--- src/rtl/eeprom_arbiter_pkg.sv ---
// eeprom_arbiter_pkg
//   Shared types and limits for the EEPROM read arbiter:
//   - state_t : arbiter FSM states (idle, access in progress, bus turnaround)
//   - cnt_t   : 4-bit wait/turnaround counter
//   - WAIT_MAX / TURN_MAX : legal upper bounds of the WAIT and TURN parameters
package eeprom_arbiter_pkg;

   typedef enum logic [1:0] {
      ST_IDLE,
      ST_ACCESS,
      ST_TURN
   } state_t;

   typedef logic [3:0] cnt_t;

   localparam int WAIT_MAX = 15;
   localparam int TURN_MAX = 3;

endpackage

--- src/rtl/eeprom_arbiter_rr.sv ---
// rr_arbiter2
//   Two-way round-robin pick, purely combinational.
//   Ports:
//     REQ    [1:0] in   per-port request
//     LAST         in   most recently granted port
//     WINNER [1:0] out  one-hot winner (zero when nobody requests)
//     VALID        out  at least one port is requesting
module rr_arbiter2 (
   input  logic [1:0] REQ,
   input  logic       LAST,
   output logic [1:0] WINNER,
   output logic       VALID
);

   always_comb begin
      WINNER = '0;
      case (REQ)
         2'b01:   WINNER = 2'b01;
         2'b10:   WINNER = 2'b10;
         // tie: the port that did not win last time goes first
         2'b11:   WINNER = LAST ? 2'b01 : 2'b10;
         default: WINNER = '0;
      endcase
   end

   assign VALID = |REQ;

endmodule

--- src/rtl/eeprom_arbiter.sv ---
// eeprom_arbiter
//   Shares one asynchronous parallel EEPROM between two read requesters.
//   Round-robin arbitration, address held stable for the whole access,
//   ROM_N_OE low for WAIT cycles, data captured, then TURN idle cycles.
//   Ports:
//     CLK, N_RST        clock, asynchronous active-low reset
//     REQ[1:0]          per-port read request
//     ADDR0, ADDR1      per-port read address
//     GNT[1:0]          one-cycle pulse: request accepted, address latched
//     RVALID[1:0]       one-cycle pulse: RDATA holds that port's data
//     RDATA             last captured data
//     BUSY              high during access and turnaround
//     ROM_ADDR          registered EEPROM address
//     ROM_N_OE          registered EEPROM output enable (active low)
//     ROM_DATA          EEPROM data pins
module eeprom_arbiter
   import eeprom_arbiter_pkg::*;
#(
   parameter int DEPTH = 17,
   parameter int WIDTH = 8,
   parameter int WAIT  = 3,
   parameter int TURN  = 1
) (
   input  logic             CLK,
   input  logic             N_RST,
   input  logic [1:0]       REQ,
   input  logic [DEPTH-1:0] ADDR0,
   input  logic [DEPTH-1:0] ADDR1,
   output logic [1:0]       GNT,
   output logic [1:0]       RVALID,
   output logic [WIDTH-1:0] RDATA,
   output logic             BUSY,
   output logic [DEPTH-1:0] ROM_ADDR,
   output logic             ROM_N_OE,
   input  logic [WIDTH-1:0] ROM_DATA
);

   generate
      if (WAIT < 1 || WAIT > WAIT_MAX) begin : g_bad_wait
         $error("eeprom_arbiter: WAIT must be in 1..15");
      end
      if (TURN < 0 || TURN > TURN_MAX) begin : g_bad_turn
         $error("eeprom_arbiter: TURN must be in 0..3");
      end
   endgenerate

   localparam cnt_t CNT_WAIT = cnt_t'(WAIT - 1);
   localparam cnt_t CNT_TURN = cnt_t'((TURN > 0) ? TURN - 1 : 0);

   state_t           r_state;
   cnt_t             r_cnt;
   logic             r_last;
   logic [1:0]       r_gnt;
   logic [1:0]       r_rvalid;
   logic [WIDTH-1:0] r_rdata;
   logic             r_busy;
   logic [DEPTH-1:0] r_addr;
   logic             r_n_oe;

   logic [1:0]       w_winner;
   logic             w_valid;

   rr_arbiter2 u_rr (
      .REQ    (REQ),
      .LAST   (r_last),
      .WINNER (w_winner),
      .VALID  (w_valid)
   );

   always_ff @(posedge CLK or negedge N_RST) begin
      if (!N_RST) begin
         r_state  <= ST_IDLE;
         r_cnt    <= '0;
         r_last   <= 1'b1;
         r_gnt    <= '0;
         r_rvalid <= '0;
         r_rdata  <= '0;
         r_busy   <= 1'b0;
         r_addr   <= '0;
         r_n_oe   <= 1'b1;
      end else begin
         r_gnt    <= '0;
         r_rvalid <= '0;
         case (r_state)
            ST_IDLE: begin
               if (w_valid) begin
                  // r_last doubles as the port owning the access in flight
                  r_last  <= w_winner[1];
                  r_addr  <= w_winner[1] ? ADDR1 : ADDR0;
                  r_gnt   <= w_winner;
                  r_n_oe  <= 1'b0;
                  r_cnt   <= CNT_WAIT;
                  r_busy  <= 1'b1;
                  r_state <= ST_ACCESS;
               end
            end
            ST_ACCESS: begin
               if (r_cnt != '0) begin
                  r_cnt <= r_cnt - cnt_t'(1);
               end else begin
                  r_rdata  <= ROM_DATA;
                  r_rvalid <= {r_last, ~r_last};
                  r_n_oe   <= 1'b1;
                  if (TURN == 0) begin
                     r_busy  <= 1'b0;
                     r_state <= ST_IDLE;
                  end else begin
                     r_cnt   <= CNT_TURN;
                     r_state <= ST_TURN;
                  end
               end
            end
            ST_TURN: begin
               if (r_cnt != '0) begin
                  r_cnt <= r_cnt - cnt_t'(1);
               end else begin
                  r_busy  <= 1'b0;
                  r_state <= ST_IDLE;
               end
            end
            default: begin
               r_n_oe  <= 1'b1;
               r_busy  <= 1'b0;
               r_state <= ST_IDLE;
            end
         endcase
      end
   end

   assign GNT      = r_gnt;
   assign RVALID   = r_rvalid;
   assign RDATA    = r_rdata;
   assign BUSY     = r_busy;
   assign ROM_ADDR = r_addr;
   assign ROM_N_OE = r_n_oe;

endmodule

--- config.mk ---
export PLATFORM = sky130hd
export DESIGN_NAME = eeprom_arbiter
export DESIGN_NICKNAME = d
export VERILOG_FILES = /design/src/rtl/eeprom_arbiter_pkg.sv /design/src/rtl/eeprom_arbiter_rr.sv /design/src/rtl/eeprom_arbiter.sv
export SDC_FILE = /design/constraint.sdc
export NUM_CORES = 1
export LEC_CHECK = 0
export CORE_AREA = 5 5 71 73
export CTS_CLUSTER_SIZE = 30
export DETAILED_ROUTE_END_ITERATION = 7
export DIE_AREA = 0 0 76 78
export PLACE_DENSITY = 0.79
export SLEW_MARGIN = 15
export SYNTH_ARGS = -nofsm -noshare
export SYNTH_HDL_FRONTEND = slang
export SYNTH_HIERARCHICAL = 1
export SYNTH_SLANG_ARGS = --single-unit
export TNS_END_PERCENT = 30
--- constraint.sdc ---
create_clock -name CLK -period 2.06 [get_ports CLK]
set_clock_uncertainty 0.15 [all_clocks]
set_input_delay 0.412 -clock CLK [delete_from_list [all_inputs] [get_ports CLK]]
set_output_delay 0.412 -clock CLK [all_outputs]
set_load 0.02 [all_outputs]
---- Yosys cells after proc, flatten, opt, wreduce, memory -nomap -nowiden ----
Index checks and enable logic that the tools add are counted.
word-level totals
  bits in registers ....................... 38
  input bits .............................. 46
  word-level logic and storage cells ...... 54
operators by class
  add/sub/neg operators ................... 1
  equal/unequal tests ..................... 9
  muxes and demuxes ....................... 21
  bitwise gates (word level) .............. 4
  reductions and logical operators ........ 10
operator list
  kind                                                 count
  two-way mux 17 bit                                   1
  two-way mux 2 bit                                    8
  two-way mux 4 bit                                    3
  case mux 2 bit (3 select lines)                      2
  case mux 4 bit (3 select lines)                      1
  AND reduction 3 bit                                  4
  equality test 2 bit, second input constant           3
  != test 2 bit, second input constant                 3
  case mux 1 bit (3 select lines)                      2
  equality test 2 x 1 -> 1 bit, second input constant  2
  two-way mux 1 bit                                    4
  NOT 1 bit                                            4
  AND reduction 2 bit                                  2
  nonzero test 4 bit                                   1
  subtractor 4 x 1 -> 4 bit, second input constant     1
  nonzero test 3 bit                                   1
  logical NOT 2 bit                                    1
  != test 2 x 1 -> 1 bit, second input constant        1
  OR reduction 2 bit                                   1

---- Depth between registers and ports, before layout ----
  depth in word-level cells ............... 4
  mapped depth ............................ 7

---- Modules after synthesis ----
The synthesis kept the hierarchy.
modules (own cells, without submodules)
  module          times used  cells each  area an instance (µm²)
  eeprom_arbiter  1           154         1,746.7
  rr_arbiter2     1           4           25.0

---- Least setup slack after synthesis ----
No wires, ideal clock.
  kind .................................... reg-to-reg
  start ................................... reg r_cnt[0]
  end ..................................... reg r_rdata[0] (netlist: RDATA[0])
  setup time .............................. 0.127 ns
  arrival time ............................ 1.445 ns
  path slack .............................. 0.338 ns
  stages on the path, launching flop included .. 7
  buffers on the path ..................... 1
  clock period less this slack ............ 1.722 ns
  cell sequence ........................... dfrtp_1 -> inv_1 -> ha_1 -> nor3b_2 -> and2_1 -> buf_4 -> mux2_1
between the ends
  word-level cells in the longest chain between the ends .. 3
RTL lines
  item                                  line                   source
  start, declared                       eeprom_arbiter.sv:51   cnt_t r_cnt;
  start signal, assigned                eeprom_arbiter.sv:99   r_cnt <= r_cnt - cnt_t'(1);
  start signal, assigned                eeprom_arbiter.sv:115  r_cnt <= r_cnt - cnt_t'(1);
  nonzero test 4 bit                    eeprom_arbiter.sv:98   if (r_cnt != '0) begin
  NOT 1 bit (no source line)            n/a
  AND reduction 2 bit (no source line)  n/a
  end signal, assigned                  eeprom_arbiter.sv:77   r_rdata <= '0;
  end signal, assigned                  eeprom_arbiter.sv:101  r_rdata <= ROM_DATA;
  end, declared                         eeprom_arbiter.sv:55   logic [WIDTH-1:0] r_rdata;
No other way between the ends.
A chain may end at the register's enable or synchronous reset.

---- Final worst setup path ----
  start ................................... reg r_n_oe (netlist: ROM_N_OE)
  end ..................................... out ROM_N_OE
RTL lines
  item                    line                   source
  start, declared         eeprom_arbiter.sv:58   logic r_n_oe;
  start signal, assigned  eeprom_arbiter.sv:80   r_n_oe <= 1'b1;
  start signal, assigned  eeprom_arbiter.sv:91   r_n_oe <= 1'b0;
  start signal, assigned  eeprom_arbiter.sv:103  r_n_oe <= 1'b1;
  end, declared           eeprom_arbiter.sv:34   output logic ROM_N_OE,
No word-level cell between the ends.

==> impl_metrics.ini <==
[status]
status = finished clean

[detailed_routing]
vias = 1429
drc = 0
drt-total-wl_um = 4121
wire_per_inst_um = 14.06
vias_per_cell = 4.877
dr.pass1.iters = 4
initialDrtViolationCount = 98
ant_nets = 0

[setup_path]
slowest_delay_ns = 0.60
rr_endpoint = RDATA[4]
worst_path_dominant_cell_family = buffers and inverters
cp_num_cells = 1
r2r_setup_slack_ns = 0.26
cp-end-kind = output port
r2r-start = r_cnt[0]
cp-start-kind = flop
reg2reg_depth = 6
cp_max_fo = 2
crit_arrival_ns = 1.43
worstPathCellList = clkdlybuf4s50_1
critPathBufInv = 1
cp_slowest_cell = clkdlybuf4s50_1
crit_type = reg2out
required_ns = 1.50

[pwr]
p_per_area_nw_per_um2 = 1467
p_leak_nw = 1.192
vdd_ir_drop_max_mv = 0.6932

[sta]
finalSetupViolCount = 0
rsz0062_at_grt = no
setup_slack_ns = 0.06861
max_freq_mhz = 502.2
max_slew_margin = 0.6908
holdWs_ns = 0.008862
worstMarginPinSlew_ns = 0.4638
post-route-min-period_ns = 1.991
period_share = 0.9667
final_hold_viol_count = 0
drv_slew = 0

[worst_hold_path]
hold_path.class = in2async

[logic_synthesis]
syn-num-nets = 210
synth_seq_cells = 38
syn-instance-count = 158
synth-seq-area-share = 0.5381
synth-edff-count = 0
yosys.cell_types.count = 28
async_reset_ff_frac = 1.000
synthFlopType = dfrtp_1
netlist_area_um2 = 1772
ys_warn_count = 6
synth.avg_cell_area_um2 = 11.21

[cts]
numCtsBuffers = 5
clkTransAtPathRegs_ns = 0.07
cts_buffer_depth = 2
cts_sinks = 38
root_buffer = clkbuf_8
ctsResizeCount = 0
clock_latency_ns = 0.29
cts_tree = done
cts_max_level = 2
post_cts_buffers = 0
ctsHoldBuffers = 0

[finish]
insertedDiodeCount = 0
fin_area_um2 = 2730
layout-area-overhead-vs-synth_pct = 54.10
nFillCells = 339
fin_nets = 292
drive_above_1_share = 0.09129
utilization = 0.6358

[flow_run]
drv_cap = 0

[place]
gp_congestion = 0.8068
post-place-ws_ns = -0.005868
place_hpwl_um = 3191
port_buffers = 76
place_area_um2 = 2639

[floorplanning]
num_rows = 24
die_w_um = 76
dieArea_um2 = 5928
ios = 77
start_util = 0.4126
coreArea_um2 = 4294
die_h_um = 78

[grt]
grt_pass1_wl_um = 6962
grt_antenna_before_repair = 0
grt_util_all_layers = 0.1439
grt.overflow.total = 0
grt_max_degree = 39
first_global_vias = 1439
layer usage:
layer | track usage | wire [µm] | vias to the layer above
met4 | 0.04982 | 62 | 0
met5 | 0 | 0 | -
met2 | 0.2457 | 2137 | 38
met1 | 0.1694 | 1664 | 672
li1 | - | - | 714
met3 | 0.04745 | 256 | 5
report_power, final:
| group | internal (mW) | switching (mW) | total (mW) |
|---|---|---|---|
| logic | 1.09 | 1.10 | 2.19 |
| clock network | 0.270 | 0.245 | 0.515 |
| registers | 1.11 | 0.193 | 1.30 |
| total | 2.47 | 1.54 | 4.01 |
logic make-up after synthesis:
family,share of synthesized area
flops,0.5381
simple gates,0.1066
compound gates,0.1130
mux,0.1645
buf+inv,0.03531
fa+ha+maj,0.04237
how the worst max path moves through the flow:
stage / from / slack, ns / end
after floorplan: r_cnt[0] / 0.34 / RDATA[0]
after global placement: REQ[1] / 0.06 / r_cnt[0]
after detailed placement: REQ[1] / -0.006 / r_cnt[2]
after CTS: ROM_N_OE / 0.05 / ROM_N_OE
after global routing: ROM_N_OE / 0.007 / ROM_N_OE
final: ROM_N_OE / 0.07 / ROM_N_OE
cells in the final DEF, fill, tap and decap left out, types with 3 or more instances in the layout:
master,instances
nor2_1,20
buf_4,3
and3_1,3
inv_1,6
clkdlybuf4s50_1,75
mux2i_1,19
ha_1,6
mux2_1,9
o21ai_1,4
dfrtp_1,36
a21oi_1,24
buf_12,3
clkbuf_8,6
sequential cells by signal, summed over array words and instances (netlist names):
register  count
RVALID        2
ROM_N_OE      1
ROM_ADDR     17
r_cnt         4
BUSY          1
r_last        1
r_state       2
GNT           2
RDATA         8
final cells by class:
| cell class | instances | area, µm² | area share |
|---|---|---|---|
| multi-input combinational | 107 | 759.5 | 0.2782 |
| inverter | 6 | 22.52 | 0.008249 |
| tap | 52 | 65.06 | 0.02383 |
| timing repair buffer | 82 | 838.3 | 0.3071 |
| sequential | 38 | 953.4 | 0.3492 |
| clock buffer | 7 | 86.33 | 0.03162 |
| clock inverter | 1 | 5.005 | 0.001833 |
worst register-to-register path, delay by kind of cell (launching register included):
kind,cells,cell delay (ns)
flops,1,0.38
simple gates,2,0.38
mux,1,0.33
buf+inv,2,0.26
fa+ha+maj,1,0.17
stage by stage:
stage | cells | total power [mW] | setup TNS [ns]
global route | 293 | 4.305 | 0
global placement | 285 | 3.478 | 0
CTS | 293 | 4.067 | 0
floorplan | 158 | 2.548 | 0
detailed placement | 285 | 3.533 | -0.007492
finish | 293 | 4.006 | 0
cell usage after synthesis (2+ instances only):
library cell	number	area [µm²]
and2_1	2	12.51
buf_4	2	15.01
nand2_1	2	7.510
o21ai_1	4	20.02
dfrtp_1	36	900.9
a21boi_1	2	15.01
a21oi_1	24	120.1
mux2_1	9	101.4
nand2b_1	2	12.51
nor2_1	20	75.07
and3_1	3	18.77
o21ai_0	2	10.01
mux2i_1	19	190.2
a21oi_2	2	17.52
buf_2	5	25.02
dfstp_2	2	52.55
ha_1	6	75.07
inv_1	6	22.52
No activity file was read; power rests on OpenSTA's default activity.
==> variant, RTL diff (same flow settings) <==
Re-encode `state_t` (3 states) as one-hot, 3 bits wide.
--- a/src/rtl/eeprom_arbiter_pkg.sv
+++ b/src/rtl/eeprom_arbiter_pkg.sv
@@ -5,10 +5,10 @@
 //   - WAIT_MAX / TURN_MAX : legal upper bounds of the WAIT and TURN parameters
 package eeprom_arbiter_pkg;
 
-   typedef enum logic [1:0] {
-      ST_IDLE,
-      ST_ACCESS,
-      ST_TURN
+   typedef enum logic [2:0] {
+      ST_IDLE   = 3'b001,
+      ST_ACCESS = 3'b010,
+      ST_TURN   = 3'b100
    } state_t;
 
    typedef logic [3:0] cnt_t;
Formal check against the unedited RTL: no difference found for any inputs over 10 cycles, from zero or initial values and one cycle with N_RST low; not proved beyond that.
==> variant against the unedited design <==
  * Worst setup slack better by 0.020 ns
  * Sequential cell count grew 1
  * Final area up 2.8%
  * Total power shrank 1.7%
  * Via count rose by 2.7%
  * Area after synthesis increased by 3.0%
  * Largest power group unchanged
  * Wire length is 1.8% higher
  * Highest routed layer unchanged
  * Global-route usage grew 0.22 points
  * Sequential share of layout area about the same
==> variant: results (changes against the unedited design) <==
status -> finished, final reports clean
Final nets -> 291 (-0.34%)
Clock-cell share -> 4.19% (+0.85 points)
num sequential -> 39 (+2.6%)
area of placed instances -> 2680 um2 (+1.5%)
Peak Freq -> 507 MHz (+1.0%)
proportion of layout cells with a drive suffix above 1 -> 14.8% (+5.6 points)
R2R setup slack -> 0.14 ns (-0.12 ns)
sequential share of cell area -> 34.9% (about the same)
Vias/cell -> 4.96 (+1.7%)
clkbuf count -> 6 (-1)
clock power share -> 16.5% (+3.6 points)
Commonest cells post-synth -> dfrtp_1, nor2_1, a21oi_1
hpwl dp -> 3270 um (+2.4%)
P_seq -> 1.38 mW (+6%)
Worst Tran Pin Value -> 0.487 ns (+0.0228 ns)
Multi-Input Combinational -> 105 (-1.9%)
non-clock buffer count -> 85 (+3.7%)
inverter count -> 7 (+1)
vias in the first global route -> 1579 (+9.7%)
fill count -> 344 (+1.5%)
Seq/Total Area, Yosys -> 53.7% (-0.15 points)
DR iter-0 viols -> 85 (-13%)
Worst R2R End -> r_cnt[1]$_DFFE_PN0P_
Hold Worst Slack -> 0.317 ns (+0.308 ns)
## variant: cell count changes after synthesis, sizes merged, moves of 2 or more
| cell | unedited run | this run |
|---|---|---|
| a211o | 0 | 2 |
| a21oi | 26 | 19 |
| and3 | 3 | 0 |
| buf | 7 | 10 |
| ha | 6 | 2 |
| nand2b | 3 | 1 |
| nor2 | 20 | 23 |
| nor4b | 0 | 2 |
| o21ai | 6 | 0 |
| xnor2 | 0 | 2 |
## variant: kinds of logic (layout without fill, tap and decap cells)
family          Yosys count  count (layout)  synth area share, %
buf+inv                  17             100                 4.52
mux                      26              26                 14.8
flops                    39              39                 53.7
xor+xnor                  2               2                0.960
simple gates             46              46                 14.0
fa+ha+maj                 2               2                 1.37
compound gates           29              29                 10.7
## variant: layer usage
layer	GRT usage [%]	vias up	part of all wire, %
met5	0	-	0
met4	4.80	0	1.1
met3	5.56	4	7.9
met2	26.0	44	51
met1	15.9	693	41
li1	-	727	-
